===== src/rtl/alu_logic_pkg.sv =====
// Shared types for the sliced bitwise logic unit.
package alu_logic_pkg;

  typedef enum logic [1:0] {
    LOP_AND  = 2'd0,
    LOP_OR   = 2'd1,
    LOP_XOR  = 2'd2,
    LOP_ANDN = 2'd3
  } logic_op_e;

  typedef enum logic [1:0] {
    LU_IDLE,
    LU_RUN,
    LU_DONE
  } lu_state_e;

endpackage


===== src/rtl/logic_slice.sv =====
// One SLICE-bit lane of the bitwise op; purely combinational.
module logic_slice
  import alu_logic_pkg::*;
#(
  parameter int SLICE = 8
) (
  input  logic [SLICE-1:0] a,
  input  logic [SLICE-1:0] b,
  input  logic_op_e        op,
  output logic [SLICE-1:0] y
);

  // Op decode for a single slice.
  always_comb begin
    y = '0;
    case (op)
      LOP_AND:  y = a & b;
      LOP_OR:   y = a | b;
      LOP_XOR:  y = a ^ b;
      LOP_ANDN: y = a & ~b;
      default:  y = '0;
    endcase
  end

endmodule


===== src/rtl/logic_unit_seq.sv =====
// Multi-cycle bitwise logic unit: latches a bundle, walks it LSB slice
// first through one logic_slice, then holds the result until consumed.
module logic_unit_seq
  import alu_logic_pkg::*;
#(
  parameter int WIDTH = 32,
  parameter int SLICE = 8
) (
  input  logic             clk,
  input  logic             rst_n,
  input  logic             in_valid,
  output logic             in_ready,
  input  logic_op_e        op,
  input  logic [WIDTH-1:0] in0,
  input  logic [WIDTH-1:0] in1,
  output logic             out_valid,
  input  logic             out_ready,
  output logic [WIDTH-1:0] out,
  output logic             out_zero,
  output logic             busy
);

  localparam int NSLICE = WIDTH / SLICE;
  localparam int CW     = (NSLICE > 1) ? $clog2(NSLICE) : 1;
  localparam logic [CW-1:0] LAST = CW'(NSLICE - 1);

  if ((SLICE <= 0) || (WIDTH % SLICE != 0)) begin : g_bad_slice
    $error("logic_unit_seq: SLICE (%0d) must divide WIDTH (%0d)", SLICE, WIDTH);
  end

  lu_state_e                     state_q, state_d;
  logic [CW-1:0]                 cnt_q, cnt_d;
  logic [NSLICE-1:0][SLICE-1:0]  a_q, a_d, b_q, b_d, res_q, res_d;
  logic_op_e                     op_q, op_d;
  logic                          zero_q, zero_d;
  logic                          vld_q, vld_d;
  logic                          rdy_q, rdy_d;
  logic                          busy_q, busy_d;
  logic [SLICE-1:0]              sl_a, sl_b, sl_y;

  // Only the slice selected by the counter reaches the datapath.
  assign sl_a = a_q[cnt_q];
  assign sl_b = b_q[cnt_q];

  logic_slice #(.SLICE(SLICE)) u_slice (
    .a  (sl_a),
    .b  (sl_b),
    .op (op_q),
    .y  (sl_y)
  );

  // Next-state, datapath and registered-output computation.
  always_comb begin
    state_d = state_q;
    cnt_d   = cnt_q;
    a_d     = a_q;
    b_d     = b_q;
    op_d    = op_q;
    res_d   = res_q;
    zero_d  = zero_q;
    case (state_q)
      LU_IDLE: begin
        if (in_valid && rdy_q) begin
          a_d     = in0;
          b_d     = in1;
          op_d    = op;
          cnt_d   = '0;
          state_d = LU_RUN;
        end
      end
      LU_RUN: begin
        res_d[cnt_q] = sl_y;
        if (cnt_q == LAST) begin
          // Flag is taken from the fully assembled result, so it is
          // stable for the whole DONE phase.
          zero_d  = (res_d == '0);
          state_d = LU_DONE;
        end else begin
          cnt_d = cnt_q + 1'b1;
        end
      end
      LU_DONE: begin
        if (out_ready) state_d = LU_IDLE;
      end
      default: state_d = LU_IDLE;
    endcase
    // Handshake outputs are registered off the next state so they line up
    // with the state they describe and never glitch.
    rdy_d  = (state_d == LU_IDLE);
    vld_d  = (state_d == LU_DONE);
    busy_d = (state_d != LU_IDLE);
  end

  // State and datapath registers with asynchronous clear.
  always_ff @(posedge clk or negedge rst_n) begin
    if (!rst_n) begin
      state_q <= LU_IDLE;
      cnt_q   <= '0;
      a_q     <= '0;
      b_q     <= '0;
      op_q    <= LOP_AND;
      res_q   <= '0;
      zero_q  <= 1'b0;
      vld_q   <= 1'b0;
      rdy_q   <= 1'b1;
      busy_q  <= 1'b0;
    end else begin
      state_q <= state_d;
      cnt_q   <= cnt_d;
      a_q     <= a_d;
      b_q     <= b_d;
      op_q    <= op_d;
      res_q   <= res_d;
      zero_q  <= zero_d;
      vld_q   <= vld_d;
      rdy_q   <= rdy_d;
      busy_q  <= busy_d;
    end
  end

  assign in_ready  = rdy_q;
  assign out_valid = vld_q;
  assign out       = res_q;
  assign out_zero  = zero_q;
  assign busy      = busy_q;

endmodule


===== config.mk =====
export PLATFORM = sky130hd
export DESIGN_NAME = logic_unit_seq
export DESIGN_NICKNAME = d
export VERILOG_FILES = /design/src/rtl/alu_logic_pkg.sv /design/src/rtl/logic_slice.sv /design/src/rtl/logic_unit_seq.sv
export SDC_FILE = /design/constraint.sdc
export NUM_CORES = 1
export LEC_CHECK = 0
export ABC_AREA = 1
export CORE_ASPECT_RATIO = 1.5
export CORE_MARGIN = 1
export CORE_UTILIZATION = 50
export DETAILED_ROUTE_END_ITERATION = 16
export GPL_TIMING_DRIVEN = 1
export MAX_ROUTING_LAYER = met4
export PLACE_DENSITY = 0.85
export SLEW_MARGIN = 10
export SYNTH_ARGS = -nofsm -noshare
export SYNTH_HDL_FRONTEND = slang
export SYNTH_HIERARCHICAL = 1
export SYNTH_SLANG_ARGS = --single-unit

===== constraint.sdc =====
create_clock -name clk -period 4.02 [get_ports clk]
set_clock_uncertainty 0.05 [all_clocks]
set_input_delay 0.402 -clock clk [delete_from_list [all_inputs] [get_ports clk]]
set_output_delay 0.402 -clock clk [all_outputs]
set_load 0.005 [all_outputs]

==> results by group, run 1 <==
Status
  – Outcome: finished, final reports clean

Die
  – Die H: 131.7 µm
  – Core box area: 0.01100 mm²
  – FP Rows: 47
  – Boundary pin count: 106
  – Die area: 0.01165 mm²
  – Initial core utilization: 0.5100
  – Width of the die: 88.47 µm

Synth
  – Fraction of registers with async set or reset after synthesis: 1.000
  – Synthesized instance count: 638
  – Post-synthesis sequential element count: 106
  – Synthesis warning total: 6
  – Average cell area after synthesis: 8.790 µm²
  – Post-Syn Nets: 724
  – Post-Syn Area: 0.005608 mm²
  – Commonest register cell after synthesis: sky130_fd_sc_hd__dfrtp_1
  – Post-synth EDFFs: 0
  – Number of library cell types mapped by synthesis: 23
  – Sequential area share after synthesis: 0.4732

Global route
  – Overall routing resource usage: 0.2522
  – Antenna violations before repair: 0
  – Largest net degree at the start of global routing: 76
  – Vias in the first global route: 4753
  – Final global-route overflow total: 0
  – Global-route wire length before repair: 22130 µm

Final layout
  – Synthesis-to-finish area growth: 25.68%
  – Post-layout net count: 816
  – Final Instance Count excl. Fillers: 882
  – Count of filler cells inserted in the layout: 893
  – Layout cell share with drive strength beyond 1: 0.1306
  – Antenna diode count: 0

STA
  – Final setup violation count: 0
  – Slew HR: 0.3763
  – Crit share post-route: 0.7474
  – Final min period: 3.004 ns
  – Setup WS post-layout: 1.016 ns
  – Final-report hold violation count: 0
  – Unrepaired setup endpoints after global routing: no
  – Slew Viols, Final: 0
  – Summed negative setup slack over all endpoints: 0 ns
  – Transition time at the pin with the least slew margin: 0.9356 ns
  – Max Clock Freq: 0.3328 GHz

Clocking
  – Clock buffer depth: 2
  – Number of post-CTS setup repair buffers: 0
  – Clock insertion delay at the later pin of the skew report: 0.35 ns
  – H-Tree Depth: 3
  – Post-CTS Hold Buffers: 0
  – CTS tree: done
  – CTS Sinks: 106
  – Number of buffers created by CTS: 9
  – Count of instances resized after the clock tree is built: 0
  – Buffer type at the clock tree root: sky130_fd_sc_hd__clkbuf_16
  – Clock-pin slew on the worst setup and hold paths: 0.08 ns

Drt
  – Via-per-instance ratio: 5.256
  – Number of remaining DRC errors: 0
  – Highest metal layer with signal wires: met4
  – DRT Wirelength: 13220 µm
  – Met3 wire length: 541 µm
  – Met1 wire length: 5246 µm
  – Antenna-violating nets left: 0
  – Vias: 4636
  – Number of search-and-repair iterations in the first detailed-routing pass: 7
  – Avg WL per Cell: 14.99 µm
  – Routed length on met2: 6819 µm
  – Initial detailed-routing violation count: 337

Critical path
  – List of cells traversed by the critical path: inv_1, o21ai_0, o22ai_1, inv_1, ha_1, nand2_1, nand2_1, nand2_1, nand2_1, inv_1, nand2_1, nand2_1, nand2_1, nor2_1, nand2_1, nor2_1, nand3_1, nand2_1
  – Max incr delay on CP: 0.41 ns
  – Critical Path Sink Type: register
  – Worst r2r path cells: 18
  – Maximum fanout along the worst path: 19
  – Critical R2R Capture: out_zero$_DFFE_PN0P_
  – Cell at the slowest stage of the critical path: sky130_fd_sc_hd__inv_1
  – CP required: 4.26 ns
  – Worst Setup Path Type: register to register
  – R2R Setup Slk: 1.02 ns
  – Number of buffer and inverter stages on the critical path: 3
  – Arrival time of data at the critical path endpoint: 3.24 ns
  – Cell family with most CP delay: simple AND/OR/NAND/NOR gates
  – Kind of launch point of the worst setup path: register
  – Most prevalent standard cell on the critical path: sky130_fd_sc_hd__nand2_1
  – Startpoint of the worst-slack reg-to-reg timing path: cnt_q[1]$_DFFE_PN0P_

Placement
  – DP Worst Slack: 1.144 ns
  – IO buf count: 105
  – Routability Congestion: 0.9215
  – Number of placed instances with taps included: 866
  – Detailed-placement wirelength estimate: 9880 µm

Run
  – Max-cap viol count: 0

Pwr
  – IR Drop Worst-Case VDD: 0.3401 mV
  – Leakage power summed over all cells: 0.003388 µW
  – P per Cell Area: 851.0 mW/mm²

Min path
  – Tightest Hold Check Type: input port to async pin
## final cells by class
type	count	area, µm²	share of cell area
Timing Repair Buffer	110	1086	0.1541
Clock buffer	9	225.2	0.03195
Clock inverter	7	100.1	0.01420
Sequential cell	106	2654	0.3765
Multi-Input combinational cell	423	2496	0.3542
Tap cell	147	183.9	0.02610
Inverter	80	302.8	0.04296
## worst max path at each step
stage	startpoint	endpoint	slack, ns	cells after the start
3_5_place_dp	cnt_q[1]$_DFFE_PN0P_	out_zero$_DFFE_PN0P_	1.14	18
5_1_grt	cnt_q[0]$_DFFE_PN0P_	out_zero$_DFFE_PN0P_	0.74	19
4_1_cts	cnt_q[1]$_DFFE_PN0P_	out_zero$_DFFE_PN0P_	1.11	18
3_3_place_gp	cnt_q[0]$_DFFE_PN0P_	out_zero$_DFFE_PN0P_	1.22	19
2_1_floorplan	cnt_q[0]$_DFFE_PN0P_	out_zero$_DFFE_PN0P_	1.67	19
6_report	cnt_q[1]$_DFFE_PN0P_	out_zero$_DFFE_PN0P_	1.02	18
## cells in the final DEF, fill, tap and decap left out
cell,count
sky130_fd_sc_hd__bufinv_16,2
sky130_fd_sc_hd__nor2_1,47
sky130_fd_sc_hd__inv_6,2
sky130_fd_sc_hd__inv_4,1
sky130_fd_sc_hd__nand2_1,179
sky130_fd_sc_hd__dfstp_2,1
sky130_fd_sc_hd__buf_4,6
sky130_fd_sc_hd__a31oi_1,1
sky130_fd_sc_hd__clkdlybuf4s50_1,104
sky130_fd_sc_hd__clkinv_4,2
sky130_fd_sc_hd__ha_1,16
sky130_fd_sc_hd__nand4_4,1
sky130_fd_sc_hd__o31ai_1,2
sky130_fd_sc_hd__mux2_2,46
sky130_fd_sc_hd__o21a_1,2
sky130_fd_sc_hd__clkbuf_16,9
sky130_fd_sc_hd__nor2_4,1
sky130_fd_sc_hd__inv_1,75
sky130_fd_sc_hd__nand3_1,14
sky130_fd_sc_hd__mux2_4,20
sky130_fd_sc_hd__clkinv_2,1
sky130_fd_sc_hd__o21ai_0,78
sky130_fd_sc_hd__o22ai_1,16
sky130_fd_sc_hd__inv_2,4
sky130_fd_sc_hd__dfrtp_1,105
## synthesized netlist by cell type, types with 2 or more instances
cell type	n	area, µm²
sky130_fd_sc_hd__nand2_1	179	671.9
sky130_fd_sc_hd__dfrtp_1	105	2628
sky130_fd_sc_hd__o21ai_0	78	390.4
sky130_fd_sc_hd__inv_1	75	281.5
sky130_fd_sc_hd__nor2_1	47	176.4
sky130_fd_sc_hd__mux2_2	46	518.0
sky130_fd_sc_hd__mux2_4	20	300.3
sky130_fd_sc_hd__ha_1	16	200.2
sky130_fd_sc_hd__o22ai_1	16	100.1
sky130_fd_sc_hd__nand3_1	14	70.07
sky130_fd_sc_hd__clkbuf_1	12	45.04
sky130_fd_sc_hd__buf_2	8	40.04
sky130_fd_sc_hd__buf_6	5	56.30
sky130_fd_sc_hd__inv_2	4	15.01
sky130_fd_sc_hd__buf_1	2	7.510
sky130_fd_sc_hd__buf_4	2	15.01
sky130_fd_sc_hd__o21a_1	2	15.01
sky130_fd_sc_hd__o31ai_1	2	15.01
## flip-flops by register name, indices dropped and copies added, names as in the netlist
| signal | flops |
|---|---|
| op_q | 2 |
| state_q | 2 |
| out_valid | 1 |
| in_ready | 1 |
| a_q | 32 |
| busy | 1 |
| b_q | 32 |
| out | 32 |
| out_zero | 1 |
| cnt_q | 2 |
## layer usage
layer | vias to the layer above | global-route usage
met5 | - | -
met4 | 0 | 0.1416
met3 | 41 | 0.03518
met2 | 177 | 0.4128
met1 | 2188 | 0.2909
li1 | 2230 | -
## metrics by stage
stage	cell area (µm²)	hold WS (ns)	utilization	total power, µW
after detailed placement	6723	0.4419	0.6113	5022
final	7048	0.1513	0.6409	5998
after floorplan	5608	0.05641	-	4033
after global routing	7048	0.2334	0.6409	6517
after CTS	7048	0.1891	0.6409	5996
after global placement	6723	0.4318	0.6113	4889
## kinds of logic (layout without fill, tap and decap cells)
group | count (synthesis) | in the layout | synth area share
and+or+nand+nor | 242 | 242 | 0.1680
buffers and inverters | 109 | 206 | 0.08322
DFF | 106 | 106 | 0.4732
AOI/OAI and AO/OA | 99 | 99 | 0.09393
muxes | 66 | 66 | 0.1459
adders and majority gates | 16 | 16 | 0.03570
## power by group
group          total [µW]  switching, µW  internal (µW)  leakage, µW
Sequential           1930            340           1590      0.00129
Combinational        3120           1750           1360      0.00193
Clock                 953            402            552     0.000160
(Power assumes the default switching activity.)
==> run 2: changes to the inputs <==
==> constraint.sdc (replaced) <==
create_clock -name clk -period 2.8 [get_ports clk]
set_clock_uncertainty 0.05 [all_clocks]
set_input_delay 0.28 -clock clk [delete_from_list [all_inputs] [get_ports clk]]
set_output_delay 0.28 -clock clk [all_outputs]
set_load 0.005 [all_outputs]
==> results by group, run 2 (synthesis results as in run 1) <==
Status
  – Outcome: finished, final reports clean

STA
  – Summed negative setup slack over all endpoints: 0 ns
  – Final min period: 2.607 ns
  – Final setup violation count: 0
  – Transition time at the pin with the least slew margin: 0.9140 ns
  – Crit share post-route: 0.9310
  – Setup WS post-layout: 0.1932 ns
  – Final-report hold violation count: 0
  – Unrepaired setup endpoints after global routing: no
  – Slew HR: 0.3906
  – Max Clock Freq: 0.3836 GHz
  – Slew Viols, Final: 0

Clocking
  – Clock buffer depth: 2
  – CTS Sinks: 106
  – H-Tree Depth: 3
  – Clock-pin slew on the worst setup and hold paths: 0.07 ns
  – Clock insertion delay at the later pin of the skew report: 0.35 ns
  – Buffer type at the clock tree root: sky130_fd_sc_hd__clkbuf_16
  – Number of buffers created by CTS: 9
  – Post-CTS Hold Buffers: 0
  – CTS tree: done

Global route
  – Vias in the first global route: 4608
  – Largest net degree at the start of global routing: 73
  – Antenna violations before repair: 0
  – Overall routing resource usage: 0.2545
  – Final global-route overflow total: 0
  – Global-route wire length before repair: 21920 µm

Drt
  – Number of remaining DRC errors: 0
  – Via-per-instance ratio: 5.281
  – Antenna-violating nets left: 0
  – Vias: 4695
  – Avg WL per Cell: 15.12 µm
  – DRT Wirelength: 13440 µm
  – Number of search-and-repair iterations in the first detailed-routing pass: 6
  – Initial detailed-routing violation count: 317

Critical path
  – CP required: 3.04 ns
  – Arrival time of data at the critical path endpoint: 2.84 ns
  – Kind of launch point of the worst setup path: register
  – Most prevalent standard cell on the critical path: sky130_fd_sc_hd__nand2_1
  – Worst r2r path cells: 19
  – Critical Path Sink Type: register
  – Max incr delay on CP: 0.39 ns
  – List of cells traversed by the critical path: inv_1, buf_4, o21ai_0, o22ai_1, inv_1, ha_1, nand2_1, nand2_1, nand2_1, nand2_1, inv_1, nand2_1, nand2_1, nand2_1, nor2_1, nand2_1, nor2_1, nand3_1, nand2_1
  – Cell at the slowest stage of the critical path: sky130_fd_sc_hd__dfrtp_1
  – Worst Setup Path Type: register to register
  – Maximum fanout along the worst path: 14

Final layout
  – Count of filler cells inserted in the layout: 902
  – Antenna diode count: 0
  – Most frequent cells in the layout: 179 x sky130_fd_sc_hd__nand2_1, 104 x sky130_fd_sc_hd__dfrtp_1, 104 x sky130_fd_sc_hd__clkdlybuf4s50_1
  – Synthesis-to-finish area growth: 26.37%
  – Post-layout net count: 823
  – Most frequent standard cell in the layout excluding fill and tap cells: sky130_fd_sc_hd__nand2_1
  – Layout cell share with drive strength beyond 1: 0.1429
  – Total non-filler cell area in the finished layout: 0.007087 mm²

Die
  – Core box area: 0.01100 mm²
  – Die H: 131.7 µm
  – Die area: 0.01165 mm²
  – FP Rows: 47
  – Boundary pin count: 106
  – Initial core utilization: 0.5100
  – Width of the die: 88.47 µm

Placement
  – Routability Congestion: 0.9393
  – IO buf count: 105
  – Detailed-placement wirelength estimate: 10330 µm
  – DP Worst Slack: 0.03972 ns
  – Post-placement cell area: 0.006780 mm²

Pwr
  – IR Drop Worst-Case VDD: 0.4574 mV
  – P per Cell Area: 1206 mW/mm²
  – Leakage power summed over all cells: 0.003409 µW

Run
  – Max-cap viol count: 0

Min path
  – Tightest Hold Check Type: input port to async pin
## run 2: cell count changes in the layout (fill, tap and decap cells not counted), sizes merged
cell      before  now
bufinv         2    0
clkinv         3    2
inv           82   80
clkinvlp       0    2
clkbuf         9   12
buf            6   13
## run 2: area by class of cell
cell class	instances	area, µm²	share of cell area
multi-input combinational	423	2502	0.3531
tap	147	183.9	0.02595
sequential	106	2655	0.3746
timing repair buffer	117	1151	0.1624
clock buffer	12	266.5	0.03761
clock inverter	4	25.02	0.003531
inverter	80	302.8	0.04273
## run 2: report_power, final
part	total (µW)	leakage [µW]	internal [µW]	switching, µW
Clock	1210	0.000141	673	539
Sequential	2780	0.00129	2280	501
Combinational	4550	0.00197	2020	2530
Total	8550	0.00341	4980	3570
## run 2: critical path, delay by kind of cell (launching register included)
kind            cells  cell delay (ns)
simple gates       12             0.91
flops               1             0.39
compound gates      2             0.39
fa+ha+maj           1             0.30
buf+inv             4             0.50
## run 2: timing repair
| action | CTS | global route |
|---|---|---|
| setup buffers | 0 | 1 |
| endpoints found under the setup margin | 0 | 1 |
| resized for setup | 0 | 3 |
| endpoints found under the hold margin | 0 | 0 |
## run 2: per-stage QoR
step / utilization / power (µW) / cells / hold slack (ns)
after global routing: 0.6444 / 9261 / 889 / 0.07959
after floorplan: - / 5790 / 638 / -0.06559
final: 0.6444 / 8548 / 889 / 0.01179
after CTS: 0.6431 / 8517 / 888 / 0.06166
after global placement: 0.6166 / 7091 / 872 / 0.4007
after detailed placement: 0.6166 / 7297 / 872 / 0.4296
## run 2: layer usage
| layer | wire, µm | track usage | part of all wire |
|---|---|---|---|
| met2 | 6919 | 0.4171 | 0.51 |
| met1 | 5221 | 0.2872 | 0.39 |
| met5 | 0 | - | 0 |
| met4 | 701 | 0.1452 | 0.052 |
| met3 | 596 | 0.04271 | 0.044 |
## run 2: path summary, 6_finish.rpt
check                                           from              endpoint  slack (ns)
worst max-delay path            cnt_q[0]$_DFFE_PN0P_  out_zero$_DFFE_PN0P_        0.19
worst min-delay path                           rst_n   b_q[25]$_DFFE_PN0P_        0.01
worst max register to register  cnt_q[0]$_DFFE_PN0P_  out_zero$_DFFE_PN0P_        0.19
worst min register to register  state_q[0]$_DFF_PN0_   out_valid$_DFF_PN0_        0.45
max in group asynchronous                      rst_n   b_q[12]$_DFFE_PN0P_        1.89
min in group clk                state_q[0]$_DFF_PN0_   out_valid$_DFF_PN0_        0.45
==> run 3: changes to the inputs <==
--- a/config.mk
+++ b/config.mk
@@ -8,11 +8,11 @@
 export ABC_AREA = 1
 export CORE_ASPECT_RATIO = 1.5
 export CORE_MARGIN = 1
-export CORE_UTILIZATION = 50
+export CORE_UTILIZATION = 30
 export DETAILED_ROUTE_END_ITERATION = 16
 export GPL_TIMING_DRIVEN = 1
 export MAX_ROUTING_LAYER = met4
-export PLACE_DENSITY = 0.85
+export PLACE_DENSITY = 0.59
 export SLEW_MARGIN = 10
 export SYNTH_ARGS = -nofsm -noshare
 export SYNTH_HDL_FRONTEND = slang
==> results by group, run 3 (synthesis results as in run 1) <==
Critical path
  – Worst r2r path cells: 19
  – Critical R2R Capture: out_zero$_DFFE_PN0P_
  – Maximum fanout along the worst path: 18
  – Startpoint of the worst-slack reg-to-reg timing path: cnt_q[0]$_DFFE_PN0P_
  – CP required: 3.03 ns
  – R2R Setup Slk: 0.25 ns
  – Critical Path Sink Type: register
  – Arrival time of data at the critical path endpoint: 2.78 ns
  – Worst Setup Path Type: register to register
  – Kind of launch point of the worst setup path: register

Die
  – Die area: 0.01926 mm²
  – Boundary pin count: 106
  – Initial core utilization: 0.3100
  – Die H: 169.5 µm
  – FP Rows: 60
  – Core box area: 0.01809 mm²
  – Width of the die: 113.6 µm

Clocking
  – Number of buffers created by CTS: 9
  – H-Tree Depth: 3
  – CTS tree: done
  – CTS Sinks: 106
  – Clock buffer depth: 2
  – Clock-pin slew on the worst setup and hold paths: 0.07 ns
  – Clock insertion delay at the later pin of the skew report: 0.35 ns
  – Buffer type at the clock tree root: sky130_fd_sc_hd__clkbuf_16

Pwr
  – Leakage power summed over all cells: 0.003460 µW
  – P per Cell Area: 1180 mW/mm²
  – IR Drop Worst-Case VDD: 0.3895 mV
  – Total Power: 8660 µW

Global route
  – Final global-route overflow total: 0
  – Largest net degree at the start of global routing: 49
  – Antenna violations before repair: 0
  – Vias in the first global route: 4261
  – Overall routing resource usage: 0.1593
  – Global-route wire length before repair: 22540 µm

Final layout
  – Most frequent standard cell in the layout excluding fill and tap cells: sky130_fd_sc_hd__nand2_1
  – Post-layout net count: 828
  – Final Instance Count excl. Fillers: 995
  – Count of filler cells inserted in the layout: 1839
  – Antenna diode count: 0
  – Layout cell share with drive strength beyond 1: 0.1566
  – Most frequent cells in the layout: 179 x sky130_fd_sc_hd__nand2_1, 105 x sky130_fd_sc_hd__dfrtp_1, 104 x sky130_fd_sc_hd__clkdlybuf4s50_1
  – Synthesis-to-finish area growth: 30.83%

Placement
  – Number of placed instances with taps included: 977
  – Routability Congestion: 0.8355
  – Detailed-placement wirelength estimate: 11080 µm
  – IO buf count: 105

STA
  – Max Clock Freq: 0.3928 GHz
  – Final setup violation count: 0
  – Summed negative setup slack over all endpoints: 0 ns
  – Slew HR: 0.5957
  – Transition time at the pin with the least slew margin: 0.6052 ns
  – Final min period: 2.546 ns
  – Slew Viols, Final: 0
  – Final-report hold violation count: 0
  – Crit share post-route: 0.9092

Run
  – Max-cap viol count: 0

Drt
  – Initial detailed-routing violation count: 237
  – Number of remaining DRC errors: 0
  – Via-per-instance ratio: 4.467
  – Vias: 4445
  – DRT Wirelength: 14500 µm
  – Number of search-and-repair iterations in the first detailed-routing pass: 5
  – Antenna-violating nets left: 0
  – Avg WL per Cell: 14.57 µm

Min path
  – Tightest Hold Check Type: input port to async pin

Status
  – Outcome: finished, final reports clean
[run 3: cell count changes in the layout (fill, tap and decap cells not counted), sizes merged]
cell / before / now
buf: 13 / 16
clkinvlp: 2 / 3
clkbuf: 12 / 13
dlygate4sd3: 0 / 1
clkinv: 2 / 1
[run 3: per-stage QoR]
stage	util	worst slack [ns]	area, µm²	hold WS (ns)
5_1_grt	0.4055	-0.002154	7337	0.3930
3_5_place_dp	0.3848	0.1883	6962	0.1959
3_3_place_gp	0.3848	0.2260	6962	0.1947
4_1_cts	0.4005	0.1498	7246	0.3647
2_1_floorplan	-	0.4542	5608	-0.06559
6_report	0.4055	0.2543	7337	0.3574
[run 3: worst max path at each step]
| stage | from | endpoint | cells after the start |
|---|---|---|---|
| 4_1_cts | cnt_q[0]$_DFFE_PN0P_ | out_zero$_DFFE_PN0P_ | 17 |
| 3_5_place_dp | cnt_q[0]$_DFFE_PN0P_ | out_zero$_DFFE_PN0P_ | 17 |
| 2_1_floorplan | cnt_q[0]$_DFFE_PN0P_ | out_zero$_DFFE_PN0P_ | 19 |
| 5_1_grt | cnt_q[0]$_DFFE_PN0P_ | out_zero$_DFFE_PN0P_ | 19 |
| 6_report | cnt_q[0]$_DFFE_PN0P_ | out_zero$_DFFE_PN0P_ | 19 |
| 3_3_place_gp | cnt_q[0]$_DFFE_PN0P_ | out_zero$_DFFE_PN0P_ | 17 |
[run 3: repair_timing]
action	4_1_cts	5_1_grt
endpoints found under the setup margin	0	1
hold endpoints to repair	28	0
hold buffers	1	0
resized for setup	0	13
setup buffers	0	0
[run 3: critical path, cell delays in order (launching register included)]
cell                      delay [ns]
sky130_fd_sc_hd__dfrtp_1        0.42
sky130_fd_sc_hd__inv_2          0.13
sky130_fd_sc_hd__buf_12         0.15
sky130_fd_sc_hd__nor2_1         0.06
sky130_fd_sc_hd__o22ai_2        0.22
sky130_fd_sc_hd__inv_1          0.09
sky130_fd_sc_hd__ha_1           0.27
sky130_fd_sc_hd__nand2_1        0.06
sky130_fd_sc_hd__nand2_1        0.05
sky130_fd_sc_hd__nand2_1        0.05
sky130_fd_sc_hd__nand2_1        0.08
sky130_fd_sc_hd__inv_1          0.12
sky130_fd_sc_hd__nand2_1        0.10
sky130_fd_sc_hd__nand2_1        0.11
sky130_fd_sc_hd__nand2_1        0.06
sky130_fd_sc_hd__nor2_1         0.14
sky130_fd_sc_hd__nand2_1        0.09
sky130_fd_sc_hd__nor2_1         0.09
sky130_fd_sc_hd__nand3_1        0.08
sky130_fd_sc_hd__nand2_1        0.06
[run 3: power by group]
group / internal, µW / leakage (µW) / switching, µW
registers: 2280 / 0.00129 / 496
clock network: 627 / 0.000125 / 557
logic: 2120 / 0.00204 / 2580
total: 5030 / 0.00346 / 3630
[run 3: per-layer routing]
layer	up-vias	global-route usage	routed length, µm
li1	2250	-	-
met1	2081	0.1771	5909
met2	92	0.2903	7950
met3	22	0.01964	350
met4	0	0.05549	287
met5	-	-	0
[run 3: area by class of cell]
class / count / area (µm²) / area share
timing repair buffer: 122 / 1237 / 0.1687
clock inverter: 4 / 27.53 / 0.003752
clock buffer: 12 / 246.5 / 0.03359
multi-input combinational: 423 / 2559 / 0.3487
inverter: 80 / 302.8 / 0.04127
tap: 248 / 310.3 / 0.04229
sequential: 106 / 2654 / 0.3617
